--- src/rtl/fetch_unit_if.sv ---
// rtl/fetch_unit_if.sv - instruction-memory request/response bus for fetch_unit
//
// Purpose: bundles the grant/response handshake between the fetch stage and a
// variable-latency instruction memory.
// Signals:
//   req    fetch request valid (held with addr until gnt)
//   addr   word-aligned fetch address
//   gnt    request accepted this cycle (meaningful only with req)
//   rvalid response data valid (in order, at least one cycle after gnt)
//   rdata  response instruction
// Modports: master = fetch stage, slave = instruction memory.

interface fetch_unit_if;
  logic        req;
  logic [31:0] addr;
  logic        gnt;
  logic        rvalid;
  logic [31:0] rdata;

  modport master (output req, output addr, input gnt, input rvalid, input rdata);
  modport slave  (input req, input addr, output gnt, output rvalid, output rdata);
endinterface

--- src/rtl/fetch_unit.sv ---
// rtl/fetch_unit.sv - RISC-V instruction-fetch stage with in-order memory queue
//
// Purpose: owns the fetch PC, issues in-order requests to a variable-latency
// instruction memory, buffers returned {pc, instr} pairs and presents one
// instruction per cycle to the fetch/decode register. An EX redirect flushes
// the buffer and drops responses still in flight for the wrong path.
// Parameters:
//   RESET_PC   first fetch address after reset
//   BUF_DEPTH  in-flight plus buffered instruction limit (power of two, >= 2)
// Ports:
//   clk, rst         clock, asynchronous active-high reset
//   StallF           decode not accepting; hold presented instruction
//   PCSrcE/PCTargetE EX-stage redirect and its target (bits [1:0] ignored)
//   imem             fetch_unit_if.master instruction-memory bus
//   InstrF/PCF       presented instruction and its PC (NOP/fetch_pc when empty)
//   PCPlus4F         PCF + 4, wrapping
//   FetchBusyF       1 = nothing valid presented
// Build option: FETCH_BYPASS_EN - present a response combinationally when the
// buffer is empty (zero-cycle latency); undefined keeps outputs registered-only.

module fetch_unit #(
  parameter logic [31:0] RESET_PC  = 32'h0000_0000,
  parameter int          BUF_DEPTH = 2
) (
  input  logic          clk,
  input  logic          rst,
  input  logic          StallF,
  input  logic          PCSrcE,
  input  logic [31:0]   PCTargetE,
  fetch_unit_if.master  imem,
  output logic [31:0]   InstrF,
  output logic [31:0]   PCF,
  output logic [31:0]   PCPlus4F,
  output logic          FetchBusyF
);

  localparam int          PW  = $clog2(BUF_DEPTH);
  localparam int          CW  = PW + 1;
  localparam logic [31:0] NOP = 32'h0000_0013;

  logic [31:0]   fetch_pc;

  // PCs granted but not yet answered (only live-path requests are queued)
  logic [31:0]   pend_pc [BUF_DEPTH];
  logic [CW-1:0] pend_rd, pend_wr;

  logic [31:0]   buf_pc    [BUF_DEPTH];
  logic [31:0]   buf_instr [BUF_DEPTH];
  logic [CW-1:0] buf_rd, buf_wr;

  // outstanding counts every granted-but-unanswered request, including those
  // already condemned by a redirect; drop_cnt is how many of those lead the
  // response stream and must be discarded.
  logic [CW-1:0] outstanding;
  logic [CW-1:0] drop_cnt;

  logic [CW-1:0] buffered;
  logic [CW:0]   occupancy;
  logic          buf_empty;
  logic          issue, granted;
  logic          rsp, rsp_drop, rsp_keep;
  logic [31:0]   rsp_pc;
  logic          push_buf, pop_buf;
  logic [CW-1:0] out_after_rsp;
  logic          unused_tgt_lsb;

  assign unused_tgt_lsb = ^PCTargetE[1:0];

  assign buffered  = buf_wr - buf_rd;
  assign buf_empty = (buf_wr == buf_rd);
  assign occupancy = {1'b0, outstanding} + {1'b0, buffered};

  // Slot accounting uses registered state only: a consume this cycle frees a
  // slot for issue next cycle, never combinationally.
  assign issue     = ~rst & ~PCSrcE & (occupancy < (CW+1)'(BUF_DEPTH));
  assign granted   = issue & imem.gnt;
  assign imem.req  = issue;
  assign imem.addr = fetch_pc;

  assign rsp      = imem.rvalid;
  assign rsp_drop = rsp & (drop_cnt != '0);
  assign rsp_keep = rsp & ~rsp_drop;
  assign rsp_pc   = pend_pc[pend_rd[PW-1:0]];

  // Guarded so a contract-violating stray rvalid cannot wrap the counter.
  assign out_after_rsp = (rsp && outstanding != '0) ? outstanding - 1'b1 : outstanding;

  always_comb begin
    InstrF     = NOP;
    PCF        = fetch_pc;
    FetchBusyF = 1'b1;
    if (!buf_empty) begin
      InstrF     = buf_instr[buf_rd[PW-1:0]];
      PCF        = buf_pc[buf_rd[PW-1:0]];
      FetchBusyF = 1'b0;
    end
`ifdef FETCH_BYPASS_EN
    else if (rsp_keep) begin
      InstrF     = imem.rdata;
      PCF        = rsp_pc;
      FetchBusyF = 1'b0;
    end
`endif
  end

  assign PCPlus4F = PCF + 32'd4;

  assign pop_buf = ~StallF & ~buf_empty;
`ifdef FETCH_BYPASS_EN
  // A bypassed response that decode takes immediately never enters the buffer.
  assign push_buf = rsp_keep & ~(buf_empty & ~StallF);
`else
  assign push_buf = rsp_keep;
`endif

  always_ff @(posedge clk or posedge rst) begin
    if (rst) begin
      fetch_pc    <= RESET_PC;
      pend_rd     <= '0;
      pend_wr     <= '0;
      buf_rd      <= '0;
      buf_wr      <= '0;
      outstanding <= '0;
      drop_cnt    <= '0;
    end else if (PCSrcE) begin
      // Redirect wins over stall and consume. Everything still in flight after
      // this cycle's response (which is itself wrong-path) gets dropped.
      fetch_pc    <= {PCTargetE[31:2], 2'b00};
      pend_rd     <= '0;
      pend_wr     <= '0;
      buf_rd      <= '0;
      buf_wr      <= '0;
      outstanding <= out_after_rsp;
      drop_cnt    <= out_after_rsp;
    end else begin
      if (granted) begin
        fetch_pc <= fetch_pc + 32'd4;
        pend_wr  <= pend_wr + 1'b1;
      end
      if (rsp_keep) pend_rd <= pend_rd + 1'b1;
      if (rsp_drop) drop_cnt <= drop_cnt - 1'b1;
      outstanding <= out_after_rsp + CW'(granted);
      if (push_buf) buf_wr <= buf_wr + 1'b1;
      if (pop_buf)  buf_rd <= buf_rd + 1'b1;
    end
  end

  // Storage arrays need no reset: pointers alone define what is valid.
  always_ff @(posedge clk) begin
    if (granted) pend_pc[pend_wr[PW-1:0]] <= fetch_pc;
    if (!PCSrcE && push_buf) begin
      buf_pc[buf_wr[PW-1:0]]    <= rsp_pc;
      buf_instr[buf_wr[PW-1:0]] <= imem.rdata;
    end
  end

endmodule
--- src/flat_wrapper.sv ---
// flat-port wrapper written by rule: the top's interface ports become plain ports
module fetch_unit_flat 
#(
  parameter logic [31:0] RESET_PC  = 32'h0000_0000,
  parameter int          BUF_DEPTH = 2
)
  (clk, rst, StallF, PCSrcE, PCTargetE, InstrF, PCF, PCPlus4F, FetchBusyF, imem_req, imem_addr, imem_gnt, imem_rvalid, imem_rdata);
  fetch_unit_if imem_i ();
  input  logic clk;
  input  logic rst;
  input  logic StallF;
  input  logic PCSrcE;
  input  logic [31:0] PCTargetE;
  output logic [31:0] InstrF;
  output logic [31:0] PCF;
  output logic [31:0] PCPlus4F;
  output logic FetchBusyF;
  output wire logic [$bits(imem_i.req)-1:0] imem_req;
  output wire logic [$bits(imem_i.addr)-1:0] imem_addr;
  input wire logic [$bits(imem_i.gnt)-1:0] imem_gnt;
  input wire logic [$bits(imem_i.rvalid)-1:0] imem_rvalid;
  input wire logic [$bits(imem_i.rdata)-1:0] imem_rdata;
  assign imem_req = imem_i.req;
  assign imem_addr = imem_i.addr;
  assign imem_i.gnt = imem_gnt;
  assign imem_i.rvalid = imem_rvalid;
  assign imem_i.rdata = imem_rdata;
  fetch_unit #(.RESET_PC(RESET_PC), .BUF_DEPTH(BUF_DEPTH)) u_core (.clk(clk), .rst(rst), .StallF(StallF), .PCSrcE(PCSrcE), .PCTargetE(PCTargetE), .imem(imem_i), .InstrF(InstrF), .PCF(PCF), .PCPlus4F(PCPlus4F), .FetchBusyF(FetchBusyF));
endmodule
--- config.mk ---
export PLATFORM = sky130hd
export DESIGN_NAME = fetch_unit_flat
export DESIGN_NICKNAME = d
export VERILOG_FILES = /design/src/rtl/fetch_unit_if.sv /design/src/rtl/fetch_unit.sv /design/src/flat_wrapper.sv
export SDC_FILE = /design/constraint.sdc
export NUM_CORES = 1
export LEC_CHECK = 0
export CAP_MARGIN = 20
export CORE_ASPECT_RATIO = 1.2
export CORE_MARGIN = 3
export CORE_UTILIZATION = 45
export DETAILED_ROUTE_END_ITERATION = 7
export GPL_ROUTABILITY_DRIVEN = 1
export MAX_ROUTING_LAYER = met4
export PLACE_DENSITY = 0.82
export SLEW_MARGIN = 10
export SYNTH_ARGS = -nofsm -noshare
export SYNTH_HDL_FRONTEND = slang
export SYNTH_SLANG_ARGS = --single-unit
--- constraint.sdc ---
create_clock -name clk -period 7.7 [get_ports clk]
set_clock_uncertainty 0.2 [all_clocks]
set_input_delay 0.77 -clock clk [delete_from_list [all_inputs] [get_ports clk]]
set_output_delay 0.77 -clock clk [all_outputs]
set_load 0.02 [all_outputs]
After elaboration in Yosys (flattened, before gate mapping)
Memory sizes are Yosys's and may differ from the RTL's. Index checks and enable logic that the tools add are counted.

Register bits: 44. Memory bits (writable): 192. Output and inout bits: 130. Word-level logic and storage cells: 64. Memories kept: 3.

Memory list: u_core.buf_instr (words 2, width 32, read ports 1, clocked after memory_dff 0, write ports 1, line fetch_unit.sv:48) `logic [31:0] buf_instr [BUF_DEPTH];`; u_core.buf_pc (words 2, width 32, read ports 1, clocked after memory_dff 0, write ports 1, line fetch_unit.sv:47) `logic [31:0] buf_pc [BUF_DEPTH];`; u_core.pend_pc (words 2, width 32, read ports 1, clocked after memory_dff 0, write ports 1, line fetch_unit.sv:44) `logic [31:0] pend_pc [BUF_DEPTH];`.

Add/sub/neg operators: 11. Order comparisons: 1. Equality and inequality tests: 1. Muxes and demuxes: 21. Bitwise operators: 11. Reductions and logical operators: 9.

Operators with widths (count): $mux W32 (4); $add A32 B3 Y32 const B (2); $mux W2 (12); $reduce_bool A2 Y1 (6); $add A2 B1 Y2 const B (4); $and A1 B1 Y1 (6); $mux W1 (5); $not A1 Y1 (5); $sub A2 B1 Y2 const B (2); $add A2 B2 Y3 (1); $lt A3 B2 Y1 const B (1); $add A2 B1 Y2 (1); $eq A2 B2 Y1 (1); $logic_and A1 B1 Y1 (2); $sub A2 B2 Y2 (1); $logic_not A1 Y1 (1).

Longest topological paths before layout
Gate-level depths: netlist of run 1.

Depth in word-level cells: 7. Gate-level depth with buffers: 14. Depth with buffers taken out: 11.

Worst setup path after synthesis of run 1
No wires, ideal clock.

Path type: input-to-reg. Start point: input port PCSrcE. End point: memory u_core.buf_instr[0][0] (enable). Setup time: 558 ps. Arrival time: 5464 ps. Data required time: 6942 ps. Setup slack: 1478 ps. Stages: 3. Path buffers: 2. Path through: clkbuf_1 > clkbuf_1 > nor3_1.

Cells in the longest elaborated chain, start to end: 4.

RTL lines: from (decl) (line flat_wrapper.sv:12) `input logic PCSrcE;`; $logic_not A1 Y1 (line fetch_unit.sv:151) `if (!PCSrcE && push_buf) begin`; $logic_and A1 B1 Y1 (line fetch_unit.sv:151); $mux W1 (line fetch_unit.sv:151); $mux W1 (implied by the code) (line fetch_unit.sv:153) `buf_instr[buf_wr[PW-1:0]] <= imem.rdata;`; to (decl) (line fetch_unit.sv:48).

No other way between the ends.

Worst setup path in the final report of run 1
Start point: register u_core.buf_rd[0]. End point: output port PCPlus4F[28].

Cells in the longest elaborated chain, start to end: 3.

RTL lines: from (decl) (line fetch_unit.sv:49) `logic [CW-1:0] buf_rd, buf_wr;`; from (signal assigned) (line fetch_unit.sv:144) `if (pop_buf) buf_rd <= buf_rd + 1'b1;`; $mem_v2 Z2 W32 or $eq A2 B2 Y1 (tied branches); $mux W32 (*) (line fetch_unit.sv:92) `if (!buf_empty) begin`; $add A32 B3 Y32 (*) (line fetch_unit.sv:106) `assign PCPlus4F = PCF + 32'd4;`; to (decl) (line flat_wrapper.sv:16) `output logic [31:0] PCPlus4F;`.

Every way passes the cells marked *; elsewhere a longest branch is shown, timed or not.

==> impl_metrics.toml, run 1 <==
[route]
drtIter0Drc = 763
antenna_left = 0
detail_route.vias_per_cell = 5.71
drc = 0
num_vias = 7845
wl_mm = 28.1
routedWlPerCell_um = 20.5
firstDrtPassIters = 5

[finish]
seqCellArea_um2 = 6530
multi_input_area_um2 = 3800
syn2layout_area_growth_pct = 26.6
num-nets-final = 1123
final_layout_size_suffix_gt1_share_pct = 8.75
n_antenna_cell = 0
fillers = 1814
design_area_um2 = 13500

[worst_setup_path]
path_cells = "ha_1 > buf_4 > nand2_2 > clkinv_2 > o21ai_0 > ha_1 > o21ai_0 > nor4_1 > nand4_1 > xnor2_1 > clkdlybuf4s50_1"
crit_buf_inv = 3
worstPathArrival_ns = 5.72
crit_start = "u_core.buf_rd[0]$_DFFE_PP0P_"
critPathRequiredTime_ns = 6.73
regToRegStartpoint = "u_core.buf_rd[0]$_DFFE_PP0P_"
worstPathMaxFanout = 35
ff2ff_setup_slack_ns = 3.25
max_stage_delay_ns = 0.89
worstReg2RegEnd = "u_core.imem.addr[30]$_DFFE_PP0P_"
worst-r2r-cell-count = 10
crit_type = "register to output port"
critPathSlowestCell = "nor4_1"
cp-start-kind = "register"
critPathTopFamily = "simple AND/OR/NAND/NOR gates"
crit_cells = 11
crit_path_end_kind = "output port"
critical_path.endpoint = "PCPlus4F[28]"

[sta]
slew_viol_final = 0
hold_viol_final = 0
timing.final.ws_setup_ns = 1.01
slew_headroom_pct = 28.2
finalCriticalPeriod_ns = 6.69
worstMarginPinSlew_ns = 1.08
fmax_mhz = 149
setup_violations = 0
hold_ws_ns = 0.359
rsz0062_at_grt = "false"
fin_setup_tns_ns = 0
period_share_pct = 86.9

[global_route]
grt_pass1_vias = 7891
grt-ovfl-total = 0
grt_pass1_wl_mm = 43.8
grt_usage_pct = 22.1
grt_antenna_before_repair = 0
busiest_layer = "met2"
use_met1_pct = 27.8
grt_max_degree = 79
grt_use_met2_pct = 35.7
grt.met3_usage_pct = 3.29

[clocking]
clock_path_buffers = 3
path_clk_slew_ns = 0.06
cts_root_buffer = "clkbuf_16"
cts_tree = "built"
htreeDepth = 1
cts_hold_buf = 0
cts.sinks = 224
post_cts_buffers = 0
cts_buffers = 23
worstSkewPairLatency_ns = 0.52
cts_resized = 0

[pwr]
pwr-share-clk_pct = 20.4
finalPower_mw = 4.94
swShare_pct = 39.1
p_sw_mw = 1.93
sequentialPowerShare_pct = 32.8
p_leak_nw = 4.55
combPwrFrac_pct = 46.9
peakVddDrop_v = 0.000185
power.density_nw_per_um2 = 368
p_int_mw = 3.01

[synth]
yosysTopAreaCell = "edfxtp_1"
synth_area_um2 = 10600
yosys_warnings = 0
synthTopCellsByArea = "edfxtp_1, dfrtp_1, mux2i_1"
ys_seq_area_share_pct = 61.4
avgSynthCellArea_um2 = 12.2
synth_ff_type = "edfxtp_1"
postSynthCellCount = 871
yosysUniqueCellTypes = 62
synth_seq_cells = 224
synth_top_area_share_pct = 52.0
synth_edf_count = 184
async_flop_share_pct = 17.9

[floorplanning]
fp.dieH_um = 174
io_pins = 200
initial_core_util_pct = 46.6
num_rows = 60
core-area_um2 = 22800
dieArea_um2 = 25500
dieWidth_um = 146

[hold_path]
hold_path_class = "register to register"
min_from = "u_core.drop_cnt[1]$_DFFE_PP0P_"

[place]
gp_congestion = 0.907
dp_hpwl_mm = 19.1
port_buffers = 191
pre_cts_ws_ns = 1.59
placed_cell_area_um2 = 12800

[status]
status = "completed"

[flow_run]
drv_cap = 0
## cells in the final DEF, fill, tap and decap left out, types with 6 or more instances in the layout
| cell type | n |
|---|---|
| a21oi_1 | 24 |
| dfrtp_1 | 38 |
| nand4_1 | 14 |
| clkinv_2 | 7 |
| nor3_1 | 11 |
| mux2_2 | 32 |
| a31oi_1 | 10 |
| edfxtp_1 | 184 |
| conb_1 | 6 |
| nand3b_1 | 15 |
| o21ai_0 | 51 |
| o211ai_1 | 8 |
| clkdlybuf4s50_1 | 190 |
| nor4_1 | 11 |
| nor2_1 | 71 |
| nand2b_1 | 8 |
| buf_4 | 10 |
| xnor2_1 | 27 |
| clkbuf_16 | 23 |
| xor2_1 | 16 |
| nand2_1 | 90 |
| inv_1 | 18 |
| a221o_1 | 8 |
| a22oi_1 | 12 |
| nand3_1 | 38 |
| mux2i_1 | 59 |
## cell families after synthesis
logic type,after synthesis,share of synthesized area [%]
other,1,0.0353
adders and majority gates,6,0.777
AOI/OAI and AO/OA,139,8.42
DFF,224,61.4
and+or+nand+nor,292,13.6
buffers and inverters,74,3.07
muxes,91,8.95
xor gates and xnor gates,44,3.70
## per-layer routing
layer / wire length [µm] / share of wire, %
met5: 0 / 0
met4: 1130 / 4.0
met3: 2340 / 8.3
met2: 14000 / 50
met1: 10700 / 38
## power by group through the flow
stage | clock, mW | sequential, mW | combinational, mW
after floorplan | 0 | 1.59 | 1.36
after global placement | 0 | 1.63 | 2.28
after detailed placement | 0 | 1.64 | 2.32
after CTS | 1.02 | 1.62 | 2.33
after global routing | 1.08 | 1.64 | 2.46
final | 1.01 | 1.62 | 2.32
## cell usage after synthesis (11+ instances only)
master and count:
a21oi_1 24, a22oi_1 12, buf_2 14, clkbuf_1 24, dfrtp_1 40, edfxtp_1 184, inv_1 18, mux2_2 32
mux2i_1 59, nand2_1 90, nand3_1 38, nand3b_1 15, nand4_1 14, nor2_1 72, nor3_1 13, nor4_1 11
o21ai_0 51, xnor2_1 27, xor2_1 16
## stage by stage
| stage | util, % | cells |
|---|---|---|
| 6_report | 59.0 | 1373 |
| 5_1_grt | 59.0 | 1373 |
| 4_1_cts | 59.0 | 1373 |
| 3_5_place_dp | 56.0 | 1332 |
| 3_3_place_gp | 56.0 | 1332 |
| 2_1_floorplan | - | 876 |
## state kept, by name, indices dropped and copies added, names as in the netlist
name	cells
u_core.pend_rd	1
u_core.buf_pc	60
u_core.pend_pc	60
u_core.pend_wr	1
u_core.buf_rd	2
u_core.drop_cnt	2
u_core.outstanding	2
u_core.buf_instr	64
u_core.imem.addr	30
u_core.buf_wr	2
## worst reg2reg max path: cells and delay by family, from the launching register on
| kind | cells | cell delay [ns] |
|---|---|---|
| compound gates | 2 | 0.57 |
| simple gates | 4 | 1.53 |
| flops | 1 | 0.64 |
| fa+ha+maj | 2 | 0.84 |
| buf+inv | 2 | 0.56 |
## worst min-delay path by stage
stage | to | slack (ns) | cells past startpoint
3_3_place_gp | u_core.buf_pc[0][19]$_DFFE_PP_ | 0.34 | 1
6_report | u_core.drop_cnt[1]$_DFFE_PP0P_ | 0.36 | 2
2_1_floorplan | u_core.pend_wr[0]$_DFFE_PP0P_ | 0.32 | 2
4_1_cts | u_core.drop_cnt[1]$_DFFE_PP0P_ | 0.37 | 2
5_1_grt | u_core.buf_pc[1][19]$_DFFE_PP_ | 0.37 | 1
3_5_place_dp | u_core.buf_pc[0][26]$_DFFE_PP_ | 0.35 | 1
## area by class of cell
type,instances,area share (%)
clock buffer,28,4.49
clock inverter,13,0.530
inverter,19,0.539
multi-input combinational,578,28.3
sequential,224,48.5
tap,310,2.88
timing repair buffer,201,14.7
Note: power is estimated with default switching activity, not from simulation.
==> run 2, diff against run 1 <==
--- a/config.mk
+++ b/config.mk
@@ -11,8 +11,8 @@
 export CORE_UTILIZATION = 45
 export DETAILED_ROUTE_END_ITERATION = 7
 export GPL_ROUTABILITY_DRIVEN = 1
-export MAX_ROUTING_LAYER = met4
 export PLACE_DENSITY = 0.82
+export RECOVER_POWER = 100
 export SLEW_MARGIN = 10
 export SYNTH_ARGS = -nofsm -noshare
 export SYNTH_HDL_FRONTEND = slang
==> impl_metrics.toml, run 2 (synthesis results as in run 1) <==
[place]
gp_congestion = 0.892
pre_cts_ws_ns = 1.59
port_buffers = 191
dp_hpwl_mm = 19.1
place_inst = 1332

[finish]
final_layout_size_suffix_gt1_share_pct = 5.55
syn2layout_area_growth_pct = 26.2
largest_reg_flops = 64
num-nets-final = 1123
fin_cells = 1374
layout_common_cells = "edfxtp_1, dlygate4sd3_1, nand2_1"
layout_commonest_cell = "edfxtp_1"

[pwr]
p_leak_nw = 4.70
combPwrFrac_pct = 45.3
swShare_pct = 39.8
p_int_mw = 2.90
pwr-share-clk_pct = 20.9
sequentialPowerShare_pct = 33.7
power.density_nw_per_um2 = 359
peakVddDrop_v = 0.000183
p_sw_mw = 1.92

[sta]
slew_headroom_pct = -133
finalCriticalPeriod_ns = 6.83
rsz0062_at_grt = "false"
fin_setup_tns_ns = 0
fmax_mhz = 146
timing.final.ws_setup_ns = 0.872
worstMarginPinSlew_ns = 3.49
hold_viol_final = 0
setup_violations = 0
period_share_pct = 88.7
slew_viol_final = 334

[route]
num_vias = 7880
antenna_left = 0
drtIter0Drc = 842
detail_route.vias_per_cell = 5.74
firstDrtPassIters = 6
wl_mm = 28.1
routedWlPerCell_um = 20.5
drc = 0

[global_route]
grt_usage_pct = 21.5
grt_pass1_wl_mm = 43.8
grt_antenna_before_repair = 0
grt-ovfl-total = 0
grt_pass1_vias = 7910
grt_max_degree = 79

[status]
violations = "max-capacitance violations, max-slew violations"
status = "complete, but fails checks"

[worst_setup_path]
critPathRequiredTime_ns = 6.73
crit_path_end_kind = "output port"
worstPathMaxFanout = 78
crit_type = "register to output port"
worstPathArrival_ns = 5.86
cp-start-kind = "register"

[clocking]
htreeDepth = 1
cts_buffers = 23
cts_tree = "built"
clock_path_buffers = 3
path_clk_slew_ns = 0.06
cts_root_buffer = "clkbuf_16"
worstSkewPairLatency_ns = 0.52
cts_hold_buf = 0
cts_resized = 0
post_cts_buffers = 0
cts.sinks = 224

[flow_run]
drv_cap = 8

[hold_path]
hold_path_class = "register to register"

[floorplanning]
fp.dieH_um = 174
initial_core_util_pct = 46.6
num_rows = 60
dieArea_um2 = 25500
core-area_um2 = 22800
io_pins = 200
dieWidth_um = 146
-- run 2: final timing paths --
path,endpoint,from,cells past startpoint,slack (ns)
max in group asynchronous,u_core.buf_rd[0]$_DFFE_PP0P_,rst,3,4.36
max,PCPlus4F[28],u_core.buf_rd[0]$_DFFE_PP0P_,9,0.87
min,u_core.buf_pc[0][7]$_DFFE_PP_,u_core.pend_pc[0][7]$_DFFE_PP_,1,0.35
min reg2reg,u_core.buf_pc[0][7]$_DFFE_PP_,u_core.pend_pc[0][7]$_DFFE_PP_,1,0.35
max reg2reg,u_core.pend_pc[0][7]$_DFFE_PP_,u_core.buf_rd[0]$_DFFE_PP0P_,9,2.62
min in group asynchronous,u_core.outstanding[1]$_DFF_PP0_,rst,3,1.36
-- run 2: power groups by stage --
stage	sequential (mW)	combinational [mW]	clock [mW]
2_1_floorplan	1.59	1.36	0
3_3_place_gp	1.63	2.28	0
3_5_place_dp	1.64	2.32	0
4_1_cts	1.62	2.33	1.02
5_1_grt	1.64	2.33	1.08
6_report	1.62	2.18	1.01
-- run 2: through the flow --
stage	cell area (µm²)	hold slack (ns)	util (%)	power (mW)
2_1_floorplan	10600	0.324	-	2.95
3_3_place_gp	12800	0.339	56.0	3.92
3_5_place_dp	12800	0.348	56.0	3.96
4_1_cts	13500	0.365	59.0	4.97
5_1_grt	13400	0.373	58.8	5.05
6_report	13400	0.351	58.8	4.81
-- run 2: per-layer routing --
layer,vias up,GRT usage [%],share of wire (%),wire length (µm)
met5,-,0,0,0
met4,0,9.73,4.2,1190
met3,72,3.47,8.7,2460
met2,453,35.7,49,13900
met1,3763,27.7,38,10600
li1,3592,-,-,-
-- run 2: worst max-delay path, cell delays in order, from the launching register on --
cell and delay, ns:
dfrtp_4 0.66, clkbuf_2 1.50, mux2i_1 0.23, o21ai_0 0.36
ha_1 0.36, o21ai_0 0.18, nor4_1 0.89, nand4_1 0.25
xnor2_1 0.20, dlygate4sd3_1 0.69
-- run 2: area by class of cell --
cell class / instances / area [µm²]
fillers: 1818 / 9410
flip-flops and latches: 224 / 6530
multi-input cells: 578 / 3790
repair buffers: 201 / 1960
clock buffers: 28 / 604
well taps: 310 / 388
inverters: 19 / 72.6
clock inverters: 13 / 71.3
diodes: 1 / 2.50
